File: config.mk
export PLATFORM = sky130hd
export DESIGN_NAME = sym_vn_lut_pingpong_flat
export DESIGN_NICKNAME = d
export VERILOG_FILES = /design/src/rtl/sym_vn_lut_pingpong_if.sv /design/src/rtl/sym_vn_lut_pingpong.sv /design/src/flat_wrapper.sv
export SDC_FILE = /design/constraint.sdc
export NUM_CORES = 1
export LEC_CHECK = 0
export CAP_MARGIN = 0
export CORE_MARGIN = 2
export CORE_UTILIZATION = 35
export CTS_CLUSTER_SIZE = 28
export DETAILED_ROUTE_END_ITERATION = 8
export MAX_ROUTING_LAYER = met4
export PLACE_DENSITY_LB_ADDON = 0.08
export SLEW_MARGIN = 10
export SYNTH_ARGS = -nofsm -noshare
export SYNTH_HDL_FRONTEND = slang
export SYNTH_SLANG_ARGS = --single-unit
File: constraint.sdc
create_clock -name sys_clk -period 4.15 [get_ports sys_clk]
set_clock_uncertainty 0.2 [all_clocks]
set_input_delay 0.83 -clock sys_clk [delete_from_list [all_inputs] [get_ports sys_clk]]
set_output_delay 0.83 -clock sys_clk [all_outputs]
set_load 0.01 [all_outputs]
File: src/rtl/sym_vn_lut_pingpong_if.sv
// Bus bundle for the ping-pong IB-LUT: the per-channel read path and the table loader stream.
// The master side drives requests and load data; the slave side (the LUT block) returns results and status.
interface sym_vn_lut_pingpong_if #(
  parameter int QUAN_SIZE = 3,
  parameter int PORT_NUM  = 4
);
  logic [PORT_NUM-1:0]           rd_valid_in;
  logic [PORT_NUM-1:0]           transpose_en_in;
  logic [PORT_NUM*QUAN_SIZE-1:0] y0_in;
  logic [PORT_NUM*QUAN_SIZE-1:0] y1_in;
  logic [PORT_NUM*QUAN_SIZE-1:0] t_c_out;
  logic [PORT_NUM-1:0]           transpose_en_out;
  logic [PORT_NUM-1:0]           rd_valid_out;
  logic                          load_start;
  logic                          load_abort;
  logic                          lut_wr_valid;
  logic [QUAN_SIZE-1:0]          lut_wr_data;
  logic                          load_busy;
  logic                          load_done;
  logic                          active_page;

  modport master (
    output rd_valid_in, transpose_en_in, y0_in, y1_in,
    output load_start, load_abort, lut_wr_valid, lut_wr_data,
    input  t_c_out, transpose_en_out, rd_valid_out,
    input  load_busy, load_done, active_page
  );

  modport slave (
    input  rd_valid_in, transpose_en_in, y0_in, y1_in,
    input  load_start, load_abort, lut_wr_valid, lut_wr_data,
    output t_c_out, transpose_en_out, rd_valid_out,
    output load_busy, load_done, active_page
  );
endinterface

File: src/rtl/sym_vn_lut_pingpong.sv
// Multi-channel symmetric variable-node IB-LUT with a 2-stage read pipeline and two table pages;
// a loader fills the shadow page while reads are served from the active page, then swaps them.
module sym_vn_lut_pingpong #(
  parameter int QUAN_SIZE  = 3,
  parameter int PORT_NUM   = 4,
  parameter int ENTRY_ADDR = 2*QUAN_SIZE-1
) (
  input  logic                 sys_clk,
  input  logic                 rstn,
  sym_vn_lut_pingpong_if.slave bus
);
  localparam int Q     = QUAN_SIZE;
  localparam int DEPTH = 1 << ENTRY_ADDR;

  typedef enum logic [1:0] {IDLE, LOAD, COMMIT} state_t;

  state_t                  state_q, state_d;
  logic [ENTRY_ADDR-1:0]   wr_cnt_q, wr_cnt_d;
  logic                    active_page_q, active_page_d;
  logic                    load_done_q, load_done_d;
  logic                    wr_en;

  logic [Q-1:0]            lut_q [2][DEPTH];

  logic [ENTRY_ADDR:0]     fold_w [PORT_NUM];
  logic [ENTRY_ADDR-1:0]   addr_q [PORT_NUM];
  logic [ENTRY_ADDR-1:0]   addr_d [PORT_NUM];
  logic [PORT_NUM-1:0]     msb0_q, msb0_d, vld0_q, vld0_d;
  logic                    page_q, page_d;
  logic [PORT_NUM*Q-1:0]   tc_q, tc_d;
  logic [PORT_NUM-1:0]     msb1_q, msb1_d, vld1_q, vld1_d;

  // Fold the message pair onto the half-table; returns {msb, address}.
  function automatic logic [ENTRY_ADDR:0] fold(input logic en, input logic [Q-1:0] y0,
                                               input logic [Q-1:0] y1);
    logic         msb;
    logic [Q-2:0] y0f;
    logic [Q-1:0] y1f;
    msb = en ^ y0[Q-1];
    y0f = y0[Q-2:0] ^ {(Q-1){y0[Q-1]}};
    y1f = msb ? ~y1 : y1;
    return {msb, y0f, y1f};
  endfunction

  always_comb begin
    for (int k = 0; k < PORT_NUM; k++) begin
      fold_w[k] = fold(bus.transpose_en_in[k], bus.y0_in[k*Q +: Q], bus.y1_in[k*Q +: Q]);
    end
  end

  always_comb begin
    msb0_d = '0;
    tc_d   = '0;
    for (int k = 0; k < PORT_NUM; k++) begin
      addr_d[k]        = fold_w[k][ENTRY_ADDR-1:0];
      msb0_d[k]        = fold_w[k][ENTRY_ADDR];
      tc_d[k*Q +: Q]   = lut_q[page_q][addr_q[k]];
    end
    vld0_d = bus.rd_valid_in;
    page_d = active_page_q;
    msb1_d = msb0_q;
    vld1_d = vld0_q;
  end

  always_comb begin
    state_d       = state_q;
    wr_cnt_d      = wr_cnt_q;
    active_page_d = active_page_q;
    load_done_d   = 1'b0;
    wr_en         = 1'b0;
    case (state_q)
      IDLE: begin
        if (bus.load_start) begin
          state_d  = LOAD;
          wr_cnt_d = '0;
        end
      end
      LOAD: begin
        if (bus.lut_wr_valid) begin
          wr_en    = 1'b1;
          wr_cnt_d = wr_cnt_q + ENTRY_ADDR'(1);
        end
        // An abort overrides the final beat: that write still lands, but the page never swaps.
        if (bus.load_abort) begin
          state_d  = IDLE;
          wr_cnt_d = '0;
        end else if (bus.lut_wr_valid && (wr_cnt_q == ENTRY_ADDR'(DEPTH-1))) begin
          state_d = COMMIT;
        end
      end
      COMMIT: begin
        active_page_d = ~active_page_q;
        load_done_d   = 1'b1;
        state_d       = IDLE;
      end
      default: state_d = IDLE;
    endcase
  end

  always_ff @(posedge sys_clk) begin
    if (!rstn) begin
      state_q       <= IDLE;
      wr_cnt_q      <= '0;
      active_page_q <= 1'b0;
      load_done_q   <= 1'b0;
      msb0_q        <= '0;
      vld0_q        <= '0;
      page_q        <= 1'b0;
      tc_q          <= '0;
      msb1_q        <= '0;
      vld1_q        <= '0;
      for (int k = 0; k < PORT_NUM; k++) addr_q[k] <= '0;
    end else begin
      state_q       <= state_d;
      wr_cnt_q      <= wr_cnt_d;
      active_page_q <= active_page_d;
      load_done_q   <= load_done_d;
      msb0_q        <= msb0_d;
      vld0_q        <= vld0_d;
      page_q        <= page_d;
      tc_q          <= tc_d;
      msb1_q        <= msb1_d;
      vld1_q        <= vld1_d;
      for (int k = 0; k < PORT_NUM; k++) addr_q[k] <= addr_d[k];
    end
  end

  // The table itself is never reset; only the shadow page is ever written.
  always_ff @(posedge sys_clk) begin
    if (rstn && wr_en) lut_q[~active_page_q][wr_cnt_q] <= bus.lut_wr_data;
  end

  assign bus.t_c_out          = tc_q;
  assign bus.transpose_en_out = msb1_q;
  assign bus.rd_valid_out     = vld1_q;
  assign bus.load_busy        = (state_q != IDLE);
  assign bus.load_done        = load_done_q;
  assign bus.active_page      = active_page_q;
endmodule
File: src/flat_wrapper.sv
// flat-port wrapper written by rule: the top's interface ports become plain ports
module sym_vn_lut_pingpong_flat 
#(
  parameter int QUAN_SIZE  = 3,
  parameter int PORT_NUM   = 4,
  parameter int ENTRY_ADDR = 2*QUAN_SIZE-1
)
  (sys_clk, rstn, bus_rd_valid_in, bus_transpose_en_in, bus_y0_in, bus_y1_in, bus_load_start, bus_load_abort, bus_lut_wr_valid, bus_lut_wr_data, bus_t_c_out, bus_transpose_en_out, bus_rd_valid_out, bus_load_busy, bus_load_done, bus_active_page);
  sym_vn_lut_pingpong_if #(.QUAN_SIZE(QUAN_SIZE), .PORT_NUM(PORT_NUM)) bus_i ();
  input  logic sys_clk;
  input  logic rstn;
  input wire logic [$bits(bus_i.rd_valid_in)-1:0] bus_rd_valid_in;
  input wire logic [$bits(bus_i.transpose_en_in)-1:0] bus_transpose_en_in;
  input wire logic [$bits(bus_i.y0_in)-1:0] bus_y0_in;
  input wire logic [$bits(bus_i.y1_in)-1:0] bus_y1_in;
  input wire logic [$bits(bus_i.load_start)-1:0] bus_load_start;
  input wire logic [$bits(bus_i.load_abort)-1:0] bus_load_abort;
  input wire logic [$bits(bus_i.lut_wr_valid)-1:0] bus_lut_wr_valid;
  input wire logic [$bits(bus_i.lut_wr_data)-1:0] bus_lut_wr_data;
  output wire logic [$bits(bus_i.t_c_out)-1:0] bus_t_c_out;
  output wire logic [$bits(bus_i.transpose_en_out)-1:0] bus_transpose_en_out;
  output wire logic [$bits(bus_i.rd_valid_out)-1:0] bus_rd_valid_out;
  output wire logic [$bits(bus_i.load_busy)-1:0] bus_load_busy;
  output wire logic [$bits(bus_i.load_done)-1:0] bus_load_done;
  output wire logic [$bits(bus_i.active_page)-1:0] bus_active_page;
  assign bus_i.rd_valid_in = bus_rd_valid_in;
  assign bus_i.transpose_en_in = bus_transpose_en_in;
  assign bus_i.y0_in = bus_y0_in;
  assign bus_i.y1_in = bus_y1_in;
  assign bus_i.load_start = bus_load_start;
  assign bus_i.load_abort = bus_load_abort;
  assign bus_i.lut_wr_valid = bus_lut_wr_valid;
  assign bus_i.lut_wr_data = bus_lut_wr_data;
  assign bus_t_c_out = bus_i.t_c_out;
  assign bus_transpose_en_out = bus_i.transpose_en_out;
  assign bus_rd_valid_out = bus_i.rd_valid_out;
  assign bus_load_busy = bus_i.load_busy;
  assign bus_load_done = bus_i.load_done;
  assign bus_active_page = bus_i.active_page;
  sym_vn_lut_pingpong #(.QUAN_SIZE(QUAN_SIZE), .PORT_NUM(PORT_NUM), .ENTRY_ADDR(ENTRY_ADDR)) u_core (.sys_clk(sys_clk), .rstn(rstn), .bus(bus_i));
endmodule
# Word-level counts from Yosys, hierarchy flattened
# Memories as Yosys holds them, arrays and structs flattened. A register that Yosys moved wholly into a read port is not among the register bits.
# Cells that the tools add are included.
# totals
mem_bits_rw	212
n_memories	2
ff_bits	37
# memory_table
memory	depth	width	read_ports	rd_clocked_by_memory_dff	write_ports	line	source
u_core.lut_q	2	96	1	1	1	sym_vn_lut_pingpong.sv:23	logic [Q-1:0] lut_q [2][DEPTH];
u_core.addr_q	4	5	4	0	4	sym_vn_lut_pingpong.sv:26	logic [ENTRY_ADDR-1:0] addr_q [PORT_NUM];
# classes
n_reduce_logical	8
eq_ne	6
addsub	1
bitwise_logic	22
n_mux	38
order_cmp	6
# ops
cell	n
$mux W96	1
$bmux W3 S5	4
$mux W3	13
$mux W5	7
$ge A6 B6 Y1 const B	5
$not A5 Y6	5
$demux W3 S5	1
$not A3 Y3	4
$pmux W5 S2	1
$xor A2 B2 Y2	4
$mux W1	7
$lt A6 B1 Y1 const B	1
$mux W2	3
$add A5 B1 Y5 const B	1
$eq A5 B5 Y1 const B	1
$or A1 B1 Y1	4
$pmux W2 S2	1
$reduce_bool A2 Y1	2
$xor A1 B1 Y1	4
$logic_and A1 B1 Y1	3
$ne A3 B2 Y1 const B	1
$ne A3 B3 Y1 const B	1
$reduce_and A3 Y1	1
$eq A2 B1 Y1 const B	1
other kinds (5)	5

# Longest topological paths before layout
# depth
depth_word	6
ltp_mapped	9
mapped_depth_nobuf	6

# Least setup slack after synthesis
# Ideal clock, no wire load.
# synth_timing
path_kind	in2reg
from	in rstn
to	mem u_core.lut_q[0][6] in the netlist's numbering, enable pin
setup_slack_ps	1862
arrival_time_ps	1768
setup_ps	320
stages	5
cell_sequence	clkbuf_1 > nand4b_1 > nor2_1 > nand2_1 > nor2_1
# synth_via
elab_chain_cells	3
# synth_rtl
item	line	source
start, declared	flat_wrapper.sv:11	input logic rstn;
$logic_and A1 B1 Y1	sym_vn_lut_pingpong.sv:130	if (rstn && wr_en) lut_q[~active_page_q][wr_cnt_q] <= bus.lut_wr_data;
$mux W1	sym_vn_lut_pingpong.sv:130	
$mux W96 (implied by the code)	sym_vn_lut_pingpong.sv:130	
end, declared	sym_vn_lut_pingpong.sv:23	
# No other way between the ends.

==> metrics.md <==
| Metric | Value |
|---|---|
| Peak clock frequency supported by timing | `0.329 GHz` |
| Result of the run | `complete, no violations` |
| Filler Cell Count | `between 3000 and 4000` |
| Capturing element type of the critical path | `flop` |
| Number of routed nets with antenna violations | `0` |
| Clock Latency Late Sink | `~0.57 ns` |
| Top cells by count, synth | `192 x sky130_fd_sc_hd__edfxtp_1, 171 x sky130_fd_sc_hd__mux4_2, 112 x sky130_fd_sc_hd__nor2_1` |
| Highest signal layer in the routed design | `met4` |
| Number of vias in the routed layout | `9829` |
| Detailed-routed wire length on met3 | `3210 microns` |
| Kind of start point of the critical path | `flop` |
| Maximum net fanout on the critical path | `19` |
| Count of instances resized after the clock tree is built | `0` |
| Worst IR Drop VDD | `275 uV` |
| Met1 wire length | `21600 microns` |
| HPWL Detailed | `35300 microns` |
| Antenna violations before repair | `1` |
| Cell accounting for the most synthesized area | `sky130_fd_sc_hd__edfxtp_1` |
| Wire length of the first global-routing pass | `about 72000 microns` |
| Sum of buffers and inverters on the critical path | `1` |
| Netlist cell types | `54` |
| Most repeated cell in the gate-level netlist after synthesis | `sky130_fd_sc_hd__edfxtp_1` |
| Post-CTS Setup Inserts | `0` |
| Count of pins over their slew limit | `0` |
| Clock root buffer | `sky130_fd_sc_hd__clkbuf_16` |
| Area occupied by registers | `between 6000 and 7000 sq um` |
| Min cycle time layout | `3.04 ns` |
| Routability congestion estimate from global placement | `~0.91` |
| Final net count | `1081` |
| Total routing resource utilization after global routing | `0.245` |
| Data arrival, critical path | `3.29 ns` |
| Post-Route Setup TNS | `0 ns` |
| First-pass detailed-route iteration total | `5` |
| Proportion of netlist area held by the largest area contributor | `0.400` |
| Leakage power summed over all cells | `5.07 nW` |
| CTS tree | `done` |
| Pin count of the biggest net entering global routing | `60` |
| Count of boundary I/O pins | `63` |
| Cell family contributing the most delay on the critical path | `flip-flops` |
| Total met2 wirelength after detailed routing | `between 20000 and 25000 microns` |
| Net Count, Synth | `1031` |
| Num CTS Buffers | `29` |
| Number of H-tree levels | `1` |
| Final worst path period share | `0.732` |
| Area used by multi-input combinational logic | `between 7000 and 8000 sq um` |
| Final-layout worst hold slack | `0.231 ns` |
| Longest Clk Path Bufs | `3` |
| Async SR Flop Fraction | `0` |
| CP required | `4.40 ns` |
| Synth top area cells | `sky130_fd_sc_hd__edfxtp_1 40%, sky130_fd_sc_hd__mux4_2 27%, sky130_fd_sc_hd__dfxtp_1 8.1%, sky130_fd_sc_hd__mux2i_1 3.1%, sky130_fd_sc_hd__nor2_1 2.9%` |
| Hold Buf Count CTS | `0` |
| Most used flip-flop cell after synthesis | `sky130_fd_sc_hd__edfxtp_1` |
| Wire length reported by the detailed router | `between 40000 and 50000 microns` |
| Die boundary height | `207 microns` |
| Critical-path top delay cell | `sky130_fd_sc_hd__dfxtp_2` |
| Cells along the critical path | `buf_4 > mux4_1 > and2_1 > a211oi_1 > a221oi_1 > o2111a_1` |
| Pwr per Cell Area | `376 nW/um^2` |
| Number of synthesized register bits | `250` |
| CP peak stage delay | `0.90 ns` |
| Kind of critical path | `reg2reg` |
| Clock sinks | `250` |
| Syn-to-layout area delta | `14.8%` |
| Fin. Hold Viols | `0` |
| Worst-path clk slew | `0.06 ns` |
| Worst slew margin | `0.405` |
| Class of the tightest hold or removal check | `reg2reg` |
| Num rows | `74` |
| Via count of the first global-routing pass | `9828` |
| Share of the yosys chip area belonging to registers | `0.480` |
| WL/cell | `roughly 31 microns` |
| DRC violation total after the first TritonRoute iteration | `about 900` |
| Number of enable flip-flop cells after synthesis | `192` |
| Post-route worst setup slack | `about 1.1 ns` |
| Number of cells on the worst reg-to-reg path | `6` |
| Core region area | `40700 sq um` |
| RSZ-0062 raised after global routing | `no` |
| Width of the die | `207 microns` |
| Gate Count Post-Synth | `986` |
| Transition time of the tightest slew-check pin | `0.889 ns` |
| Worst hold path depth | `1` |
| Per-instance average area after synthesis | `14.6 sq um` |
| Floorplan die area | `42800 sq um` |
| Synthesis Warnings | `0` |
| Drt drc | `0` |
| Pre-CTS WS | `0.842 ns` |
| GRT overflow | `0` |
| Fraction of layout cells with a size suffix above 1 | `0.256` |
| Logic depth of the worst path, buffers included | `6` |
| Initial core utilization | `0.354` |
| Buffers on Ports | `62` |
| Post-synthesis cell area | `approximately 14000 sq um` |
| Vias/cell | `6.18` |
| Max cap viols | `0` |
| Setup Viol. Count Final | `0` |
-- power breakdown --
| part | internal, mW | switching [mW] | leakage (nW) |
|---|---|---|---|
| registers | 2.74 | 0.0894 | 2.21 |
| logic | 0.415 | 0.489 | 2.41 |
| clock network | 1.47 | 1.03 | 0.449 |
| total | 4.62 | 1.61 | 5.07 |
-- cells by family (layout without fill, tap and decap cells) --
logic type      count (synthesis)  in the layout  share of synthesized area
flops                         250            250                      0.480
simple gates                  281            281                     0.0934
buf+inv                        83            155                     0.0295
other cells                     0              1                          0
compound gates                101            101                     0.0480
fa+ha+maj                       5              5                    0.00434
mux                           241            241                      0.329
xor+xnor                       25             25                     0.0152
-- final timing paths --
path / from / endpoint / slack, ns
min: u_core.vld0_q[0]$_SDFF_PN0_ / u_core.bus.rd_valid_out[0]$_SDFF_PN0_ / 0.23
max: u_core.addr_q[0][11]$_SDFF_PN0_ / u_core.bus.t_c_out[8]$_SDFF_PN0_ / 1.11
min reg2reg: u_core.vld0_q[0]$_SDFF_PN0_ / u_core.bus.rd_valid_out[0]$_SDFF_PN0_ / 0.23
max reg2reg: u_core.addr_q[0][11]$_SDFF_PN0_ / u_core.bus.t_c_out[8]$_SDFF_PN0_ / 1.11
-- flip-flops by register name, summed over array words and instances, names as in the netlist, named ones only --
name and cells:
u_core.wr_cnt_q 5, u_core.lut_q 192, u_core.vld0_q 4, u_core.state_q 2, u_core.addr_q 20, u_core.bus.load_done 1
u_core.bus.rd_valid_out 4, u_core.bus.t_c_out 12, u_core.bus.transpose_en_out 4, u_core.bus.active_page 1, u_core.msb0_q 4
-- layout by cell type, fill, tap and decap left out, drive strengths merged, types with 9 or more instances in the layout --
cell type / synthesis / layout
mux4: 182 / 182
mux2i: 45 / 45
dfxtp: 58 / 58
edfxtp: 192 / 192
nor2: 112 / 112
a31oi: 12 / 12
a22oi: 21 / 21
and2: 23 / 23
a21oi: 17 / 17
xnor2: 21 / 21
nor2b: 20 / 20
buf: 51 / 37
o21ai: 14 / 14
nand2: 48 / 48
mux2: 14 / 14
clkdlybuf4s50: 0 / 59
nand2b: 9 / 9
clkbuf: 26 / 43
nand3: 29 / 29
-- final cells by class --
| class | count | share of cell area |
|---|---|---|
| multi-input combinational | 653 | 0.427 |
| tap | 532 | 0.0402 |
| antenna | 1 | 0.000151 |
| sequential | 250 | 0.419 |
| clock inverter | 10 | 0.00612 |
| inverter | 6 | 0.00136 |
| timing repair buffer | 96 | 0.0573 |
| clock buffer | 43 | 0.0490 |
-- routing by layer --
layer,track usage,vias to the layer above
met5,-,-
met4,0.0628,0
met3,0.0422,91
met2,0.385,382
met1,0.330,5246
li1,-,4110
-- per-stage QoR --
step / total power, mW / cells / instance area [sq um] / util
after floorplan: 3.37 / 986 / 14400 / -
after global placement: 3.78 / 1537 / 15600 / 0.384
after detailed placement: 3.77 / 1537 / 15600 / 0.384
after CTS: 6.27 / 1590 / 16600 / 0.406
after global routing: 6.44 / 1591 / 16600 / 0.406
final: 6.23 / 1591 / 16600 / 0.406
-- worst register-to-register path: stages, from the launching register on --
cell and delay (ns):
sky130_fd_sc_hd__dfxtp_2 0.90, sky130_fd_sc_hd__buf_4 0.37, sky130_fd_sc_hd__mux4_1 0.60, sky130_fd_sc_hd__and2_1 0.18, sky130_fd_sc_hd__a211oi_1 0.33, sky130_fd_sc_hd__a221oi_1 0.09
sky130_fd_sc_hd__o2111a_1 0.26
Note: power is estimated with default switching activity, not from simulation.
